[config.mk]
export PLATFORM = sky130hd
export DESIGN_NAME = fetch_sequencer_flat
export DESIGN_NICKNAME = d
export VERILOG_FILES = /design/src/rtl/fetch_sequencer_if.sv /design/src/rtl/fetch_sequencer.sv /design/src/flat_wrapper.sv
export SDC_FILE = /design/constraint.sdc
export NUM_CORES = 1
export LEC_CHECK = 0
export CAP_MARGIN = 20
export CORE_ASPECT_RATIO = 1.2
export CORE_MARGIN = 1
export CORE_UTILIZATION = 25
export DETAILED_ROUTE_END_ITERATION = 8
export PLACE_DENSITY = 0.48
export SYNTH_ARGS = -nofsm -noshare
export SYNTH_HDL_FRONTEND = slang
export SYNTH_SLANG_ARGS = --single-unit
[constraint.sdc]
create_clock -name clk -period 3.2 [get_ports clk]
set_input_delay 0.48 -clock clk [delete_from_list [all_inputs] [get_ports clk]]
set_output_delay 0.48 -clock clk [all_outputs]
set_load 0.01 [all_outputs]
[src/rtl/fetch_sequencer_if.sv]
// Instruction-memory bus between the fetch sequencer (master) and a
// variable-latency instruction memory (slave).
//   req   master -> slave   fetch request valid
//   addr  master -> slave   fetch address; held while req=1 and rdy=0,
//                           except when a redirect abandons the request
//   rdy   slave  -> master  data valid this cycle for the current request
//   data  slave  -> master  fetched 16-bit instruction
interface fetch_sequencer_if;
    logic        req;
    logic [15:0] addr;
    logic        rdy;
    logic [15:0] data;

    modport master (output req, output addr, input rdy, input data);
    modport slave  (input req, input addr, output rdy, output data);
endinterface

[src/rtl/fetch_sequencer.sv]
// Fetch sequencer for the 16-bit core: owns the architectural PC, issues
// requests to a variable-latency instruction memory, registers the IF/ID
// stage, absorbs hazard stalls with a one-entry skid buffer, applies
// branch redirects and parks the front end on HLT.
// Ports:
//   clk             clock, all state on rising edge
//   rst             asynchronous active-high reset
//   stall           hazard unit: hold IF/ID outputs and PC
//   redirect_valid  branch resolved taken this cycle
//   redirect_pc     branch target (even address)
//   imem            instruction-memory bus (master side)
//   if_valid        IF/ID holds a live instruction
//   if_instr        IF/ID instruction
//   if_pc           address of if_instr
//   if_pc_plus2     if_pc + 2, wrapping mod 2^16
//   halted          front end parked on HLT
module fetch_sequencer #(
    parameter logic [15:0] RESET_PC = 16'h0000,
    parameter logic [3:0]  HLT_OPC  = 4'hF
) (
    input  logic              clk,
    input  logic              rst,
    input  logic              stall,
    input  logic              redirect_valid,
    input  logic [15:0]       redirect_pc,
    fetch_sequencer_if.master imem,
    output logic              if_valid,
    output logic [15:0]       if_instr,
    output logic [15:0]       if_pc,
    output logic [15:0]       if_pc_plus2,
    output logic              halted
);

    typedef enum logic [1:0] {
        FETCH = 2'd0,
        HOLD  = 2'd1,
        HALT  = 2'd2
    } state_t;

    state_t      state;
    state_t      state_next;
    logic [15:0] pc;
    logic [15:0] pc_plus2;
    logic        started;
    logic        req;
    logic        accept;
    logic        data_hlt;
    logic [15:0] skid_instr;
    logic [15:0] skid_pc;
    logic        skid_hlt;

    assign pc_plus2    = pc + 16'd2;
    assign if_pc_plus2 = if_pc + 16'd2;
    assign data_hlt    = (imem.data[15:12] == HLT_OPC);
    // A redirect makes the same-cycle response stale, so it is never accepted.
    assign accept      = req & imem.rdy & ~redirect_valid;
    assign imem.req    = req;
    assign imem.addr   = pc;

    // State register
    always_ff @(posedge clk or posedge rst) begin
        if (rst) begin
            state <= FETCH;
        end else begin
            state <= state_next;
        end
    end

    // Next-state logic
    always_comb begin
        state_next = state;
        if (redirect_valid) begin
            state_next = FETCH;
        end else begin
            case (state)
                FETCH: begin
                    if (accept) begin
                        if (stall) begin
                            state_next = HOLD;
                        end else if (data_hlt) begin
                            state_next = HALT;
                        end
                    end
                end
                HOLD: begin
                    if (!stall) begin
                        state_next = skid_hlt ? HALT : FETCH;
                    end
                end
                HALT:    state_next = HALT;
                default: state_next = FETCH;
            endcase
        end
    end

    // Output logic. The request is held off for one cycle after reset
    // release so that any response still in flight from before the reset
    // lands while req=0 and is ignored. A full skid (HOLD) never requests.
    always_comb begin
        req    = 1'b0;
        halted = 1'b0;
        case (state)
            FETCH:   req    = started;
            HALT:    halted = 1'b1;
            default: ;
        endcase
    end

    // PC, skid buffer and IF/ID stage
    always_ff @(posedge clk or posedge rst) begin
        if (rst) begin
            started    <= 1'b0;
            pc         <= RESET_PC;
            if_valid   <= 1'b0;
            if_instr   <= 16'h0000;
            if_pc      <= 16'h0000;
            skid_instr <= 16'h0000;
            skid_pc    <= 16'h0000;
            skid_hlt   <= 1'b0;
        end else begin
            started <= 1'b1;
            if (redirect_valid) begin
                // Flush IF/ID even under stall; the skid is dropped by
                // leaving HOLD.
                pc       <= {redirect_pc[15:1], 1'b0};
                if_valid <= 1'b0;
            end else begin
                case (state)
                    FETCH: begin
                        if (accept) begin
                            if (!stall) begin
                                if_valid <= 1'b1;
                                if_instr <= imem.data;
                                if_pc    <= pc;
                            end else begin
                                skid_instr <= imem.data;
                                skid_pc    <= pc;
                                skid_hlt   <= data_hlt;
                            end
                            // PC stays on the HLT address while parked.
                            if (!data_hlt) begin
                                pc <= pc_plus2;
                            end
                        end else if (!stall) begin
                            if_valid <= 1'b0;
                        end
                    end
                    HOLD: begin
                        if (!stall) begin
                            if_valid <= 1'b1;
                            if_instr <= skid_instr;
                            if_pc    <= skid_pc;
                        end
                    end
                    HALT: begin
                        if (!stall) begin
                            if_valid <= 1'b0;
                        end
                    end
                    default: ;
                endcase
            end
        end
    end

endmodule
[src/flat_wrapper.sv]
// flat-port wrapper written by rule: the top's interface ports become plain ports
module fetch_sequencer_flat 
#(
    parameter logic [15:0] RESET_PC = 16'h0000,
    parameter logic [3:0]  HLT_OPC  = 4'hF
)
  (clk, rst, stall, redirect_valid, redirect_pc, if_valid, if_instr, if_pc, if_pc_plus2, halted, imem_req, imem_addr, imem_rdy, imem_data);
  fetch_sequencer_if imem_i ();
  input  logic clk;
  input  logic rst;
  input  logic stall;
  input  logic redirect_valid;
  input  logic [15:0] redirect_pc;
  output logic if_valid;
  output logic [15:0] if_instr;
  output logic [15:0] if_pc;
  output logic [15:0] if_pc_plus2;
  output logic halted;
  output wire logic [$bits(imem_i.req)-1:0] imem_req;
  output wire logic [$bits(imem_i.addr)-1:0] imem_addr;
  input wire logic [$bits(imem_i.rdy)-1:0] imem_rdy;
  input wire logic [$bits(imem_i.data)-1:0] imem_data;
  assign imem_req = imem_i.req;
  assign imem_addr = imem_i.addr;
  assign imem_i.rdy = imem_rdy;
  assign imem_i.data = imem_data;
  fetch_sequencer #(.RESET_PC(RESET_PC), .HLT_OPC(HLT_OPC)) u_core (.clk(clk), .rst(rst), .stall(stall), .redirect_valid(redirect_valid), .redirect_pc(redirect_pc), .imem(imem_i), .if_valid(if_valid), .if_instr(if_instr), .if_pc(if_pc), .if_pc_plus2(if_pc_plus2), .halted(halted));
endmodule
==> summary.txt <==
Routing
  • Routed WL per cell: 14.63 µm
  • Max Used Layer: met4
  • Number of DRC markers in iteration 0: 117
  • Routed WL: around 10,000 µm
  • WL met1: 4387 µm
  • Vias per std cell: between 4 and 5
  • Met3 WL post-DR: between 400 and 500 µm
  • Drc violations: 0
  • Met2 WL: 5153 µm
  • ANT nets after route: 0
  • Vias: approximately 3,000
  • First-pass DRT Iterations: 4

Synth
  • Post-Syn Instances: between 300 and 400
  • Share of the synthesized area in the top cell type: 49.20%
  • Synth unique cells: 46
  • Number of flops mapped to enable cells by yosys: 0
  • Synthesized area: 4170 µm²
  • Synth top cells by count: 82 x dfrtp_1, 49 x nand2_1, 40 x o21ai_0
  • Main synth FF type: dfrtp_1
  • Top-count cell post-synth: dfrtp_1
  • Post-synth top area cell: dfrtp_1
  • Sequential cell area fraction in the yosys report: 49.20%
  • Async S/R FF share, synth: 100.0%
  • FF+latch count, synth: 82
  • Area contributors post-synth: dfrtp_1 49%, mux2_2 8.6%, mux2i_1 8.2%
  • Avg Inst Size Synth: 10.97 µm²
  • Yosys warning count: 0

Power and ir drop
  • VDD IR max: 245.4 µV
  • Power Density: 712.5 nW/µm²
  • Leakage: about 2.3 nW

CTS
  • Clk root buf: clkbuf_16
  • CTS tree: built
  • Clock transition at path regs: about 0.060 ns
  • CTS max path bufs: 2
  • # resized after CTS: 0
  • Total CTS buffers: 9
  • Clk sink count: 82
  • Post-CTS Setup Repair Bufs: 0
  • CTS H-Tree Depth: 3
  • Clock latency on the worst-skew pair: 0.34 ns
  • CTS Hold Bufs: 0

Worst hold path
  • Hold Crit Start: u_core.if_instr[0]
  • Hold/Removal Path Class: reg2reg

Setup path
  • Worst setup path category: reg2out
  • Critical Path RT: approximately 2.7 ns
  • CP peak stage delay: 0.55 ns
  • CP max FO: 7
  • CP delay by family, top: simple AND/OR/NAND/NOR gates
  • RR Startpoint: u_core.state[1]
  • CP max stage cell: clkdlybuf4s50_1
  • CP arrival: 2.17 ns
  • Worst path cell trace: and4_1, and4_1, nand3_1, xnor2_1, clkdlybuf4s50_1
  • Critical Path Start: u_core.if_pc[7]
  • CP endpoint kind: output pin
  • Buf+Inv Stages, Crit Path: 1
  • Startpoint class of the critical path: register
  • Most used cell, CP: and4_1

Die
  • IO Count: 104
  • # rows: about 50
  • Area of the die: 17,200 µm²
  • Starting density of the core: 25.63%
  • Core area: 16,270 µm²
  • Die width: 119.9 µm
  • DIE HEIGHT: ~140 µm

GRT
  • Total GRT Usage: 12.36%
  • Initial antenna violation count: 0
  • Vias in the first global route: 3,206
  • Total grt overflow: 0
  • Pin count of the biggest net entering global routing: 47
  • First-pass GRT wire length: 16,520 µm

Cells and area
  • Antenna Cells: 0
  • Synth-to-layout area growth: 35.79%
  • Layout cells sized above 1: a little over an eighth
  • Final layout net count: roughly 520
  • Finished Layout Cells: 689

Job
  • Number of max-cap violations: 0

STA
  • Worst rel slew slack: 56.03%
  • Fin. max-slew vios: 0
  • Endpoints failing hold: 0
  • Setup TNS: 0 ns
  • Clock skew: 0.008304 ns
  • RSZ-0062 raised after global routing: false
  • Period utilisation layout: 82.73%
  • Worst slew pin tran: 0.6596 ns
  • Final Critical Period: 2.647 ns
  • Setup-failing EPs final: 0
  • Max Clock Freq: 377.7 MHz

Place
  • Placed instance count: 673
  • PortBufs: 99
  • Gp weighted congestion: between 0.7 and 0.8
  • Hpwl dp: 7180 µm

Outcome
  • Status: finished, final reports clean
==> registers in the layout, indices dropped and copies added (netlist names) <==
name,flops
u_core.started,1
u_core.skid_instr,16
u_core.if_instr,16
u_core.if_pc,15
u_core.state,2
u_core.skid_hlt,1
u_core.imem.addr,15
u_core.if_valid,1
u_core.skid_pc,15
==> layout by cell type, fill, tap and decap left out, types with 5 or more instances in the layout <==
| master | netlist | routed |
|---|---|---|
| clkdlybuf4s50_1 | 0 | 99 |
| dfrtp_1 | 82 | 82 |
| nand2_1 | 49 | 49 |
| o21ai_0 | 40 | 40 |
| mux2i_1 | 34 | 34 |
| mux2_2 | 32 | 32 |
| nand3_1 | 14 | 14 |
| xnor2_1 | 13 | 13 |
| inv_1 | 10 | 9 |
| clkbuf_16 | 0 | 9 |
| nor2_1 | 7 | 7 |
| xor2_1 | 7 | 7 |
| nand4_1 | 6 | 6 |
| nor3_1 | 5 | 5 |
| ha_1 | 6 | 5 |
==> power breakdown <==
part	internal, mW	switching (mW)
clock network	0.705	0.409
registers	1.35	0.273
logic	0.777	0.515
total	2.84	1.20
==> path summary, 6_finish.rpt <==
path	endpoint	slack (ns)	cells after the start
max	if_pc_plus2[13]	0.55	5
min	u_core.if_instr[0]	0.49	2
max reg2reg	u_core.state[1]	0.96	5
min reg2reg	u_core.if_instr[0]	0.49	2
max in group asynchronous	u_core.skid_instr[3]	1.98	3
min in group asynchronous	u_core.if_pc[14]	0.54	2
==> worst min-delay path, stage by stage, from the launching register on <==
cell	delay, ns
dfrtp_1	0.34
nand2_1	0.04
o21ai_0	0.06
==> per-stage QoR <==
stage | total power, mW | setup slack (ns) | hold slack [ns] | util, % | area [µm²]
2_1_floorplan | 2.241 | 0.6116 | 0.4803 | - | 4178
3_3_place_gp | 2.917 | 0.5387 | 0.4651 | 32.70 | 5321
3_5_place_dp | 2.964 | 0.8445 | 0.4780 | 32.83 | 5341
4_1_cts | 4.105 | 0.4969 | 0.4931 | 34.80 | 5663
5_1_grt | 4.306 | 0.3828 | 0.5045 | 34.80 | 5663
6_report | 4.035 | 0.5527 | 0.4864 | 34.80 | 5663
==> layer usage <==
layer	up-vias	global-route usage (%)
met5	-	0
met4	0	4.737
met3	6	2.579
met2	80	21.32
met1	1487	15.03
li1	1516	-
==> logic make-up after synthesis <==
family          Yosys count  share of synthesized area [%]
compound gates           58                          8.251
xor+xnor                 20                          4.200
fa+ha+maj                 6                          1.800
buf+inv                  35                          4.891
flops                    82                          49.20
mux                      67                          17.16
other cells               2                         0.1801
simple gates            110                          14.31
==> area by class of cell <==
cell class | instances | area, µm²
clock buffers | 12 | 246.5
clock inverters | 4 | 75.07
fillers | 1635 | 10610
inverters | 10 | 38.79
multi-input cells | 265 | 1932
flip-flops and latches | 82 | 2052
well taps | 212 | 265.3
repair buffers | 104 | 1054
Power figures use the tool's default switching activity.
